File: src/rtl/spi_master_seq.sv
// rtl/spi_master_seq.sv - command sequencer feeding one SPI master transfer at a time

// Command queue: power-of-2 circular buffer with a registered occupancy count.
module spi_cmd_fifo #(
  parameter int DEPTH = 4,
  parameter int WIDTH = 41
) (
  input  logic                     clk,
  input  logic                     rst,
  input  logic                     push_valid,
  output logic                     push_ready,
  input  logic [WIDTH-1:0]         push_data,
  input  logic                     pop,
  output logic [WIDTH-1:0]         pop_data,
  output logic [$clog2(DEPTH):0]   level
);
  localparam int AW = $clog2(DEPTH);
  localparam int LW = AW + 1;

  logic [WIDTH-1:0] mem [DEPTH];
  logic [AW-1:0]    wr_ptr;
  logic [AW-1:0]    rd_ptr;
  logic             do_push;
  logic             do_pop;

  // Full is judged on the registered count only; a same-cycle pop does not free a slot early.
  assign push_ready = (level != LW'(DEPTH));
  assign do_push    = push_valid && push_ready;
  assign do_pop     = pop && (level != '0);
  assign pop_data   = mem[rd_ptr];

  // Entry storage; contents need no reset because the count gates every read.
  always_ff @(posedge clk) begin
    if (do_push) begin
      mem[wr_ptr] <= push_data;
    end
  end

  // Pointers wrap naturally since DEPTH is a power of two.
  always_ff @(posedge clk) begin
    if (rst) begin
      wr_ptr <= '0;
      rd_ptr <= '0;
      level  <= '0;
    end else begin
      if (do_push) begin
        wr_ptr <= wr_ptr + AW'(1);
      end
      if (do_pop) begin
        rd_ptr <= rd_ptr + AW'(1);
      end
      case ({do_push, do_pop})
        2'b10:   level <= level + LW'(1);
        2'b01:   level <= level - LW'(1);
        default: level <= level;
      endcase
    end
  end
endmodule

// Launches queued commands on the master, collects results, enforces an idle gap and a watchdog.
module spi_master_seq #(
  parameter int FIFO_DEPTH = 4,
  parameter int GAP        = 2,
  parameter int TIMEOUT    = 2048
) (
  input  logic                          clk,
  input  logic                          rst,
  input  logic                          cmd_valid,
  output logic                          cmd_ready,
  input  logic [3:0]                    cmd_len,
  input  logic [3:0]                    cmd_period,
  input  logic                          cmd_loop,
  input  logic [31:0]                   cmd_data,
  output logic                          rsp_valid,
  input  logic                          rsp_ready,
  output logic [31:0]                   rsp_data,
  output logic                          rsp_timeout,
  output logic                          spi_start,
  output logic [3:0]                    spi_len,
  output logic [3:0]                    spi_period,
  output logic                          spi_loop,
  output logic [31:0]                   spi_odata,
  input  logic                          spi_end,
  input  logic [31:0]                   spi_idata,
  output logic                          busy,
  output logic [$clog2(FIFO_DEPTH):0]   fifo_level
);
  localparam int TW = $clog2(TIMEOUT) + 1;
  localparam int GW = $clog2(GAP) + 1;
  localparam logic [TW-1:0] TMO_LAST = TW'(TIMEOUT - 1);
  localparam logic [GW-1:0] GAP_LOAD = GW'(GAP - 1);

  typedef enum logic [1:0] {ST_IDLE, ST_RUN, ST_DONE, ST_GAP} state_t;

  state_t        state;
  logic [TW-1:0] tmo_cnt;
  logic [GW-1:0] gap_cnt;
  logic [40:0]   head;
  logic          fifo_pop;

  assign fifo_pop = (state == ST_IDLE) && (fifo_level != '0);

  spi_cmd_fifo #(
    .DEPTH (FIFO_DEPTH),
    .WIDTH (41)
  ) u_cmd_fifo (
    .clk        (clk),
    .rst        (rst),
    .push_valid (cmd_valid),
    .push_ready (cmd_ready),
    .push_data  ({cmd_len, cmd_period, cmd_loop, cmd_data}),
    .pop        (fifo_pop),
    .pop_data   (head),
    .level      (fifo_level)
  );

  // Transfer sequencer: launch, wait for end or watchdog, hold response, then idle gap.
  always_ff @(posedge clk) begin
    if (rst) begin
      state       <= ST_IDLE;
      tmo_cnt     <= '0;
      gap_cnt     <= '0;
      spi_start   <= 1'b0;
      spi_len     <= '0;
      spi_period  <= '0;
      spi_loop    <= 1'b0;
      spi_odata   <= '0;
      rsp_valid   <= 1'b0;
      rsp_data    <= '0;
      rsp_timeout <= 1'b0;
      busy        <= 1'b0;
    end else begin
      case (state)
        ST_IDLE: begin
          if (fifo_level != '0) begin
            {spi_len, spi_period, spi_loop, spi_odata} <= head;
            spi_start <= 1'b1;
            tmo_cnt   <= '0;
            busy      <= 1'b1;
            state     <= ST_RUN;
          end
        end
        ST_RUN: begin
          if (spi_end) begin
            rsp_data    <= spi_idata;
            rsp_timeout <= 1'b0;
            rsp_valid   <= 1'b1;
            spi_start   <= 1'b0;
            state       <= ST_DONE;
          end else if (tmo_cnt == TMO_LAST) begin
            rsp_data    <= spi_idata;
            rsp_timeout <= 1'b1;
            rsp_valid   <= 1'b1;
            spi_start   <= 1'b0;
            state       <= ST_DONE;
          end else begin
            tmo_cnt <= tmo_cnt + TW'(1);
          end
        end
        ST_DONE: begin
          if (rsp_ready) begin
            rsp_valid <= 1'b0;
            gap_cnt   <= GAP_LOAD;
            state     <= ST_GAP;
          end
        end
        ST_GAP: begin
          if (gap_cnt == '0) begin
            busy  <= 1'b0;
            state <= ST_IDLE;
          end else begin
            gap_cnt <= gap_cnt - GW'(1);
          end
        end
        default: state <= ST_IDLE;
      endcase
    end
  end
endmodule
File: config.mk
export PLATFORM = sky130hd
export DESIGN_NAME = spi_master_seq
export DESIGN_NICKNAME = d
export VERILOG_FILES = /design/src/rtl/spi_master_seq.sv
export SDC_FILE = /design/constraint.sdc
export NUM_CORES = 1
export LEC_CHECK = 0
export CAP_MARGIN = 20
export CELL_PAD_IN_SITES_DETAIL_PLACEMENT = 0
export CELL_PAD_IN_SITES_GLOBAL_PLACEMENT = 1
export CORE_UTILIZATION = 35
export DETAILED_ROUTE_END_ITERATION = 10
export PLACE_DENSITY = 0.68
export RECOVER_POWER = 50
export REMOVE_ABC_BUFFERS = 1
export SLEW_MARGIN = 20
export SYNTH_ARGS = -nofsm -noshare
export SYNTH_HDL_FRONTEND = slang
export SYNTH_SLANG_ARGS = --single-unit
File: constraint.sdc
create_clock -name clk -period 3.51 [get_ports clk]
set_input_delay 0.702 -clock clk [delete_from_list [all_inputs] [get_ports clk]]
set_output_delay 0.702 -clock clk [all_outputs]
set_load 0.01 [all_outputs]
==> run summary <==
Status: finished clean
Post-Synth Adder-Cell Area: 0.01543
Highest clock rate: 371.1 MHz
Cells after Synth: 721
Inserted Clock Buffers: 29
Post-layout util: 0.4563
Die Y: 172.8 um
Crit end category: output pin
Top FF cell, synth: edfxtp_1
Placed Cells incl. Taps: 1236
IO buf count: 158
P&R area growth vs syn: 28.19%
Largest net degree at the start of global routing: 48
Distinct cells, synth: 60
Peak supply drop: 0.0005145 V
Reg2Reg Depth: 6
Final worst slack: 815.6 ps
Worst-Margin Slew: 1233 ps
Post-CTS Hold Buffers: 0
Yosys warnings: 0
Core Area: 28700 um2
H-tree depth: 1
Fin cells: 1291
Synthesis-stage register bit count: 264
Biggest area consumer among synthesized cells: edfxtp_1
Synth Area in XOR/XNOR: 0.004287
Iteration-0 DRC Markers: 406
Vias per cell: 4.846
Min-delay src: rsp_data[17]$_SDFFE_PP0P_
Clock skew: 6.555 ps
Unrepaired setup endpoints after global routing: no
Synth top cells by count: 164 x edfxtp_1, 154 x nand2_1, 100 x dfxtp_1
Final period util: 0.7676
Final setup fails: 0
Compound-Gate Fraction of Synth Area: 0.05842
Yosys top cell area share: 0.4821
CP Max Fanout: 6
Worst skew pair latency: 540 ps
Post-CTS setup buffer count: 0
DR WL/cell: 17.71 um
Ys async rst share: 0
Antenna violations before repair: 2
Initial Util: 0.3559
RD Place Congestion: 0.7557
Std-Cell Rows: 62
Cell count of the worst hold path: 2
Minimum period implied by the final worst setup slack: 2694 ps
HP Class: reg -> reg
Sequential area share after synthesis: 0.6780
R2R Setup Slk: 870 ps
Die ar.: 29880 um2
First-pass GRT wire length: 36380 um
Post-synth EDFFs: 164
Router iterations before antenna repair: 4
Syn Area/Cell: 14.17 um2
Reg clk slew, reported paths: 60 ps
Mapped Area: 10220 um2
Simple-gate area share of the yosys netlist: 0.09320
Hold Fails Final Rpt: 0
Reg-to-Reg End: rsp_data[25]$_SDFFE_PP0P_
Die span in x: 172.8 um
Required time of the critical path: 2810 ps
Routed WL: 22860 um
P per Cell Area: 757.1 nW/um2
Mux contribution to synthesized area: 0.1228
P_leak: 4.375 nW
Slew margin rel.: 0.1777
Worst Path Arrival: 1990 ps
Critical path type: reg -> out
Total Routing Usage GR: 0.1544
Post-DP HPWL: 14200 um
# resized after CTS: 0
CP startpoint kind: flip-flop
Vias in the first global route: 6461
Num ports: 159
Clk buf depth: 3
Remaining antenna violation count: 0
Count leader, synth: edfxtp_1
Pre-CTS WS: 799.4 ps
CTS root buffer: clkbuf_16
Final nets: 973
DR vias: 6256
CTS tree: yes
Hold Path Sink: rsp_data[17]$_SDFFE_PP0P_
Total gr overflow: 0
Share of cells above drive strength 1: 0.1247
Max Slew Vio Count: 0
Max-cap violations: 0
Largest family of logic cells by synthesized area: multiplexers
Largest cells by area after synthesis: edfxtp_1 48%, dfxtp_1 20%, mux4_2 9.0%
CTS sink cnt: 264
DRC Markers: 0
Worst r2r src: tmo_cnt[0]$_SDFFE_PP0P_
[power by group]
part	internal [mW]	leakage, nW	switching [mW]
logic	1.33	1.60	1.47
clock network	1.69	0.457	1.20
registers	3.86	2.32	0.360
[routing by layer]
layer | up-vias | global-route usage | share of wire
li1 | 2997 | - | -
met1 | 3097 | 0.2104 | 0.46
met2 | 125 | 0.2542 | 0.48
met3 | 37 | 0.03012 | 0.045
met4 | 0 | 0.03761 | 0.017
met5 | - | 0 | 0
[critical path, cell delays in order (launching register included)]
cell,delay [ps]
dfxtp_1,460
or3b_1,460
clkdlybuf4s50_1,540
[registers in the layout (all words and copies together), names as in the netlist, 2 cells and up]
signal / cells
rsp_data: 32
u_cmd_fifo.level: 3
spi_period: 4
state: 2
u_cmd_fifo.wr_ptr: 2
spi_odata: 32
u_cmd_fifo.rd_ptr: 2
spi_len: 4
gap_cnt: 2
tmo_cnt: 12
u_cmd_fifo.mem: 164
[worst max path at each step]
stage / start / to / slack (ps)
final: u_cmd_fifo.level[2]$_SDFFE_PP0P_ / cmd_ready / 820
after global routing: u_cmd_fifo.level[2]$_SDFFE_PP0P_ / cmd_ready / 720
after CTS: u_cmd_fifo.level[2]$_SDFFE_PP0P_ / cmd_ready / 740
after detailed placement: cmd_valid / u_cmd_fifo.level[2]$_SDFFE_PP0P_ / 800
after global placement: cmd_valid / u_cmd_fifo.level[2]$_SDFFE_PP0P_ / 820
after floorplan: u_cmd_fifo.level[0]$_SDFFE_PP0P_ / u_cmd_fifo.level[2]$_SDFFE_PP0P_ / -650
[cell type report]
cell class	instances	area, um2
multi-input combinational	402	3002
fill	2622	15610
antenna	1	2.502
sequential	264	6932
tap	384	480.5
clock inverter	14	106.4
timing repair buffer	171	1709
clock buffer	40	808.3
inverter	15	56.30
[stage by stage]
| stage | TNS (ps) | total power [mW] | instance area, um2 | hold slack (ps) |
|---|---|---|---|---|
| global route | 0 | 10.51 | 13090 | 476.1 |
| floorplan | -1525 | 5.803 | 9988 | 426.8 |
| finish | 0 | 9.916 | 13100 | 456.5 |
| detailed placement | 0 | 7.188 | 12220 | 446.5 |
| global placement | 0 | 7.161 | 12220 | 442.8 |
| CTS | 0 | 10.11 | 13130 | 458.1 |
[cell families (layout without fill, tap and decap cells)]
| logic type | Yosys count | in the layout |
|---|---|---|
| DFF | 264 | 264 |
| buffers and inverters | 55 | 240 |
| xor gates and xnor gates | 5 | 5 |
| and+or+nand+nor | 213 | 213 |
| other | 0 | 1 |
| AOI/OAI and AO/OA | 98 | 98 |
| adders and majority gates | 12 | 12 |
| muxes | 74 | 74 |
[cells in the final DEF (no fill, tap or decap), types with 3 or more instances in the layout]
cell type	netlist	routed
a211o_1	3	3
a21oi_1	54	54
a311oi_1	3	3
a31oi_1	9	9
and3_1	6	6
buf_12	3	3
buf_4	1	9
clkbuf_1	20	8
clkbuf_16	0	30
clkdlybuf4s50_1	0	116
clkinv_1	1	3
clkinv_2	0	8
dfxtp_1	100	98
dlygate4sd3_1	0	41
edfxtp_1	164	164
ha_1	11	11
inv_1	13	12
mux2i_1	32	32
mux4_2	41	41
nand2_1	154	154
nand2b_1	5	5
nand3_1	5	5
nand4_1	4	4
nor2_1	13	13
nor2b_1	4	4
nor3_1	5	5
o21ai_0	9	9
o41ai_1	3	3
xor2_1	3	3
(Power assumes the default switching activity.)
